## src/rtl/weight_mac_seq.sv

```systemverilog
// weight_mac_seq: sequencer and owner of one neuron's weight BRAM.
//
// The weight BRAM and the activation buffer are both read on the falling edge,
// so an address registered at a rising edge returns data at the next rising edge.
// LOAD mode streams DEPTH weights into the BRAM.
// RUN mode sweeps addresses 0..DEPTH-1 and accumulates weight*activation onto a
// sign-extended bias.
//
// Ports:
//   CLK, RST          clock and synchronous active-high reset
//   START, LOAD       commands from the layer controller; LOAD wins
//   LD_VALID/LD_DATA  weight stream in; LD_READY is high while in LOAD
//   BIAS              bias, sampled on the START edge
//   X_ADDR/X_DATA     activation buffer address and data
//   BRAM_*            weight BRAM port (all outputs registered)
//   BUSY              high in LOAD, LDFIN or RUN
//   DONE, LD_DONE     one-cycle completion pulses
//   ACC_OUT           result, held until the next RUN completes
//
// state | meaning
// IDLE  | waiting for LOAD or START
// LOAD  | accepting weights, one BRAM write per valid word
// LDFIN | last write lands in the BRAM; LD_DONE pulse
// RUN   | one accumulate per cycle, addresses 0..DEPTH-1
// FIN   | DONE pulse; accepts a new START/LOAD for back-to-back runs
module weight_mac_seq #(
  parameter int DEPTH = 28,
  parameter int AW    = 5,
  parameter int DW    = 16,
  parameter int ACCW  = 40
) (
  input  logic            CLK,
  input  logic            RST,
  input  logic            START,
  input  logic            LOAD,
  input  logic            LD_VALID,
  input  logic [DW-1:0]   LD_DATA,
  output logic            LD_READY,
  input  logic [DW-1:0]   BIAS,
  output logic [AW-1:0]   X_ADDR,
  input  logic [DW-1:0]   X_DATA,
  output logic [AW-1:0]   BRAM_ADDR,
  output logic [DW-1:0]   BRAM_DI,
  output logic            BRAM_EN,
  output logic            BRAM_WE,
  input  logic [DW-1:0]   BRAM_DO,
  output logic            BUSY,
  output logic            DONE,
  output logic            LD_DONE,
  output logic [ACCW-1:0] ACC_OUT
);

  typedef enum logic [2:0] {
    S_IDLE  = 3'd0,
    S_LOAD  = 3'd1,
    S_LDFIN = 3'd2,
    S_RUN   = 3'd3,
    S_FIN   = 3'd4
  } state_t;

  localparam logic [AW-1:0] LAST_ADDR = AW'(DEPTH - 1);

  state_t          state_q, state_d;
  logic [AW-1:0]   cnt_q, cnt_d;
  logic [AW-1:0]   addr_q, addr_d;
  logic [DW-1:0]   di_q, di_d;
  logic            en_q, en_d;
  logic            we_q, we_d;
  logic            ld_ready_q, ld_ready_d;
  logic            busy_q, busy_d;
  logic            done_q, done_d;
  logic            ld_done_q, ld_done_d;
  logic [ACCW-1:0] acc_q, acc_d;
  logic [ACCW-1:0] acc_out_q, acc_out_d;

  logic signed [2*DW-1:0] prod;
  logic [ACCW-1:0]        prod_ext;
  logic [ACCW-1:0]        bias_ext;
  logic [ACCW-1:0]        acc_sum;

  always_comb begin
    prod     = $signed(BRAM_DO) * $signed(X_DATA);
    prod_ext = {{(ACCW-2*DW){prod[2*DW-1]}}, prod};
    bias_ext = {{(ACCW-DW){BIAS[DW-1]}}, BIAS};
    acc_sum  = acc_q + prod_ext;

    state_d   = state_q;
    cnt_d     = cnt_q;
    addr_d    = addr_q;
    di_d      = di_q;
    en_d      = en_q;
    we_d      = we_q;
    done_d    = 1'b0;
    ld_done_d = 1'b0;
    acc_d     = acc_q;
    acc_out_d = acc_out_q;

    case (state_q)
      S_IDLE, S_FIN: begin
        en_d = 1'b0;
        we_d = 1'b0;
        if (LOAD) begin
          state_d = S_LOAD;
          cnt_d   = '0;
        end else if (START) begin
          state_d = S_RUN;
          acc_d   = bias_ext;
          en_d    = 1'b1;
          addr_d  = '0;
        end else begin
          state_d = S_IDLE;
        end
      end
      S_LOAD: begin
        if (LD_VALID) begin
          en_d   = 1'b1;
          we_d   = 1'b1;
          addr_d = cnt_q;
          di_d   = LD_DATA;
          cnt_d  = cnt_q + AW'(1);
          if (cnt_q == LAST_ADDR) begin
            state_d   = S_LDFIN;
            ld_done_d = 1'b1;
          end
        end else begin
          en_d = 1'b0;
          we_d = 1'b0;
        end
      end
      S_LDFIN: begin
        en_d    = 1'b0;
        we_d    = 1'b0;
        state_d = S_IDLE;
      end
      S_RUN: begin
        // Data for addr_q - 1 arrives this edge; once the last address has
        // been issued, this edge folds in the final product.
        acc_d = acc_sum;
        if (addr_q == LAST_ADDR) begin
          en_d      = 1'b0;
          state_d   = S_FIN;
          acc_out_d = acc_sum;
          done_d    = 1'b1;
        end else begin
          addr_d = addr_q + AW'(1);
        end
      end
      default: begin
        state_d = S_IDLE;
        en_d    = 1'b0;
        we_d    = 1'b0;
      end
    endcase

    ld_ready_d = (state_d == S_LOAD);
    busy_d     = (state_d == S_LOAD) || (state_d == S_LDFIN) || (state_d == S_RUN);
  end

  always_ff @(posedge CLK) begin
    if (RST) begin
      state_q    <= S_IDLE;
      cnt_q      <= '0;
      addr_q     <= '0;
      di_q       <= '0;
      en_q       <= 1'b0;
      we_q       <= 1'b0;
      ld_ready_q <= 1'b0;
      busy_q     <= 1'b0;
      done_q     <= 1'b0;
      ld_done_q  <= 1'b0;
      acc_q      <= '0;
      acc_out_q  <= '0;
    end else begin
      state_q    <= state_d;
      cnt_q      <= cnt_d;
      addr_q     <= addr_d;
      di_q       <= di_d;
      en_q       <= en_d;
      we_q       <= we_d;
      ld_ready_q <= ld_ready_d;
      busy_q     <= busy_d;
      done_q     <= done_d;
      ld_done_q  <= ld_done_d;
      acc_q      <= acc_d;
      acc_out_q  <= acc_out_d;
    end
  end

  assign BRAM_ADDR = addr_q;
  assign X_ADDR    = addr_q;
  assign BRAM_DI   = di_q;
  assign BRAM_EN   = en_q;
  assign BRAM_WE   = we_q;
  assign LD_READY  = ld_ready_q;
  assign BUSY      = busy_q;
  assign DONE      = done_q;
  assign LD_DONE   = ld_done_q;
  assign ACC_OUT   = acc_out_q;

endmodule

```

## config.mk

```make
export PLATFORM = sky130hd
export DESIGN_NAME = weight_mac_seq
export DESIGN_NICKNAME = d
export VERILOG_FILES = /design/src/rtl/weight_mac_seq.sv
export SDC_FILE = /design/constraint.sdc
export NUM_CORES = 1
export LEC_CHECK = 0
export CORE_AREA = 2 2 210 232
export DETAILED_ROUTE_END_ITERATION = 16
export DIE_AREA = 0 0 212 234
export PLACE_DENSITY = 0.63
export SYNTH_ARGS = -nofsm -noshare
export SYNTH_HDL_FRONTEND = slang
export SYNTH_SLANG_ARGS = --single-unit
```

## constraint.sdc

```tcl
create_clock -name CLK -period 9.9 [get_ports CLK]
set_input_delay 1.98 -clock CLK [delete_from_list [all_inputs] [get_ports CLK]]
set_output_delay 1.98 -clock CLK [all_outputs]
set_load 0.02 [all_outputs]
```

==> reports/results.ini <==
[clock_tree]
cts.htree.levels=4
clk_pin_slew_worst_paths_ns=0.06
cts_buffer_depth=2
cts_sinks=115
numCtsBuffers=17
root_buffer=clkbuf_16
cts_tree=built
clk_latency_ns=0.42
cts_hold_buf=0

[worst_setup_path]
critPathMaxStageDelay_ns=0.63
critical_path.max_fanout=7
cp_common_cell=fa_1
slowest_stage=or4b_2
critical_path_class=primary input to register
cp-start-kind=primary input
cp-end-kind=register
worstPathArrival_ns=10.00
worst_ep_required_time_ns=10.24

[placement]
dpl-instance-area_um2=19900
gp_congestion=0.875
post-dp-hpwl_mm=37.1
portBuffers=140

[grt]
grt_overflow=0
use_met1_pct=24.1
grt_max_degree=72
groute.usage.overall_pct=18.9
busiest_layer=met2
grt_pass1_wl_mm=75.5
antenna_found_initial=0
grt_pass1_vias=15019
grt_util_met2_pct=33.2
gr-usage-met3_pct=2.46

[sta]
period_minus_slack_ns=9.66
fin_crit_sh_pct=97.5
hold_viol=0
tightest_slew_ns=1.11
max_slew_margin_pct=25.7
tns_ns=0
finClkSkew_ns=0.00637
rsz0062_at_grt=yes
fin_hold_ws_ns=0.453
fmax_ghz=0.104
setup_violations=0
maxSlewViolCount=0

[layout]
final_area_um2=20800
diodes=0
multiInputGateArea_um2=12800
drive_gt1_share_pct=14.5
regArea_um2=2300
nets=2666
fin_util_pct=44.0
area_growth_syn_to_layout_pct=27.3
fill_cells=4638

[floorplan]
core_area_um2=47400
fp-row-count=84
ioPinCount=141
die-area_um2=49600
fp.dieW_um=212
start_util_pct=34.6
die_h_um=234

[detailed_routing]
ant_nets=0
first_iter_violations=662
dr.pass1.iters=4
finalWirelength_mm=44.3
drc=0
vias=13783
wire_per_inst_um=15.5
vias_per_cell=4.81

[synth]
async_flop_share_pct=0
yosysTopAreaCell=fa_1
syn_avg_cell_area_um2=8.61
yosysTopAreaCellShare_pct=32.1
synthFlopType=dfxtp_1
yosys-top-cells-area=fa_1, dfxtp_1, ha_1, inv_1, nand2_1
ys_seq_area_share_pct=14.1
synth_edf_count=0
syn_area_um2=16400
synthCells=1902
post-synth-top-count-cell=inv_1
synthesis.nets=2361
synth_warnings=0
synth-seq-cells=115
synthTopCellsByCount=inv_1, nand2_1, fa_1
ys_types=67

[outcome]
status=finished clean

[run]
drv_cap=0

[hold_path]
hold_path.class=register to register

[area by class of cell]
cell class              instances  area share, %
clock buffers                  21           2.26
clock inverters                 9          0.624
inverters                     299           5.38
multi-input cells            1401           61.4
flip-flops and latches        115           11.0
well taps                     645           3.87
repair buffers                373           15.4
[per-layer routing]
metal / part of all wire [%] / vias to the layer above
li1: - / 6696
met1: 44 / 6791
met2: 50 / 247
met3: 3.5 / 49
met4: 2.5 / 0
met5: 0 / -
[registers in the layout, indices dropped and copies added (netlist names)]
register and cells:
acc_q 40, BRAM_WE 1, BRAM_DI 16, LD_DONE 1, DONE 1, LD_READY 1
state_q 3, BUSY 1, BRAM_ADDR 5, cnt_q 5, ACC_OUT 40, BRAM_EN 1
[layout by cell type (no fill, tap or decap), types with 18 or more instances in the layout]
master and count:
a21o_1 31, a21oi_1 100, a221oi_1 20, and2_1 135, buf_4 223, clkdlybuf4s50_1 128, dfxtp_1 115, fa_1 254
ha_1 123, inv_1 296, nand2_1 274, nand3_1 18, nor2_1 85, o21ai_0 40, xnor2_1 47, xor2_1 26
[worst paths after layout]
check                            from                       end  slack (ns)  depth (start not counted)
max reg2reg     acc_q[0]$_SDFFE_PP0P_  ACC_OUT[16]$_SDFFE_PP0P_        6.74                         11
max                        BRAM_DO[9]  ACC_OUT[35]$_SDFFE_PP0P_        0.24                         34
min          ACC_OUT[24]$_SDFFE_PP0P_  ACC_OUT[24]$_SDFFE_PP0P_        0.45                          2
min reg2reg  ACC_OUT[24]$_SDFFE_PP0P_  ACC_OUT[24]$_SDFFE_PP0P_        0.45                          2
[through the flow]
step	setup WS, ns	cells
after CTS	0.0382	2854
after global routing	-0.0882	2863
after global placement	-0.469	2824
final	0.243	2863
after detailed placement	-0.641	2824
after floorplan	0.314	1902
[kinds of logic (layout without fill, tap and decap cells)]
logic type / Yosys count / in the layout / share of synthesized area, %
AO/OA/AOI/OAI: 320 / 320 / 12.8
XOR/XNOR: 76 / 76 / 4.19
adder cells (fa/ha/maj): 390 / 390 / 41.8
buffers and inverters: 386 / 702 / 9.00
flip-flops: 115 / 115 / 14.1
multiplexers: 5 / 5 / 0.313
AND/OR/NAND/NOR: 610 / 610 / 17.8
[worst max-delay path, delay by kind of cell]
kind	cells	cell delay [ns]
AOI/OAI and AO/OA	9	1.41
xor gates and xnor gates	1	0.18
adders and majority gates	8	3.70
buffers and inverters	8	1.16
and+or+nand+nor	8	1.54
[repair_timing]
item | in CTS | in global routing
cloned | 0 | 0
resized for setup | 11 | 63
setup endpoints to repair | 9 | 28
buffers inserted | 0 | 9
pin swaps | 0 | 46
Power is left out: the tool's default activity adds up to more than one toggle a clock period on the data nets, which glitch-free logic cannot reach.
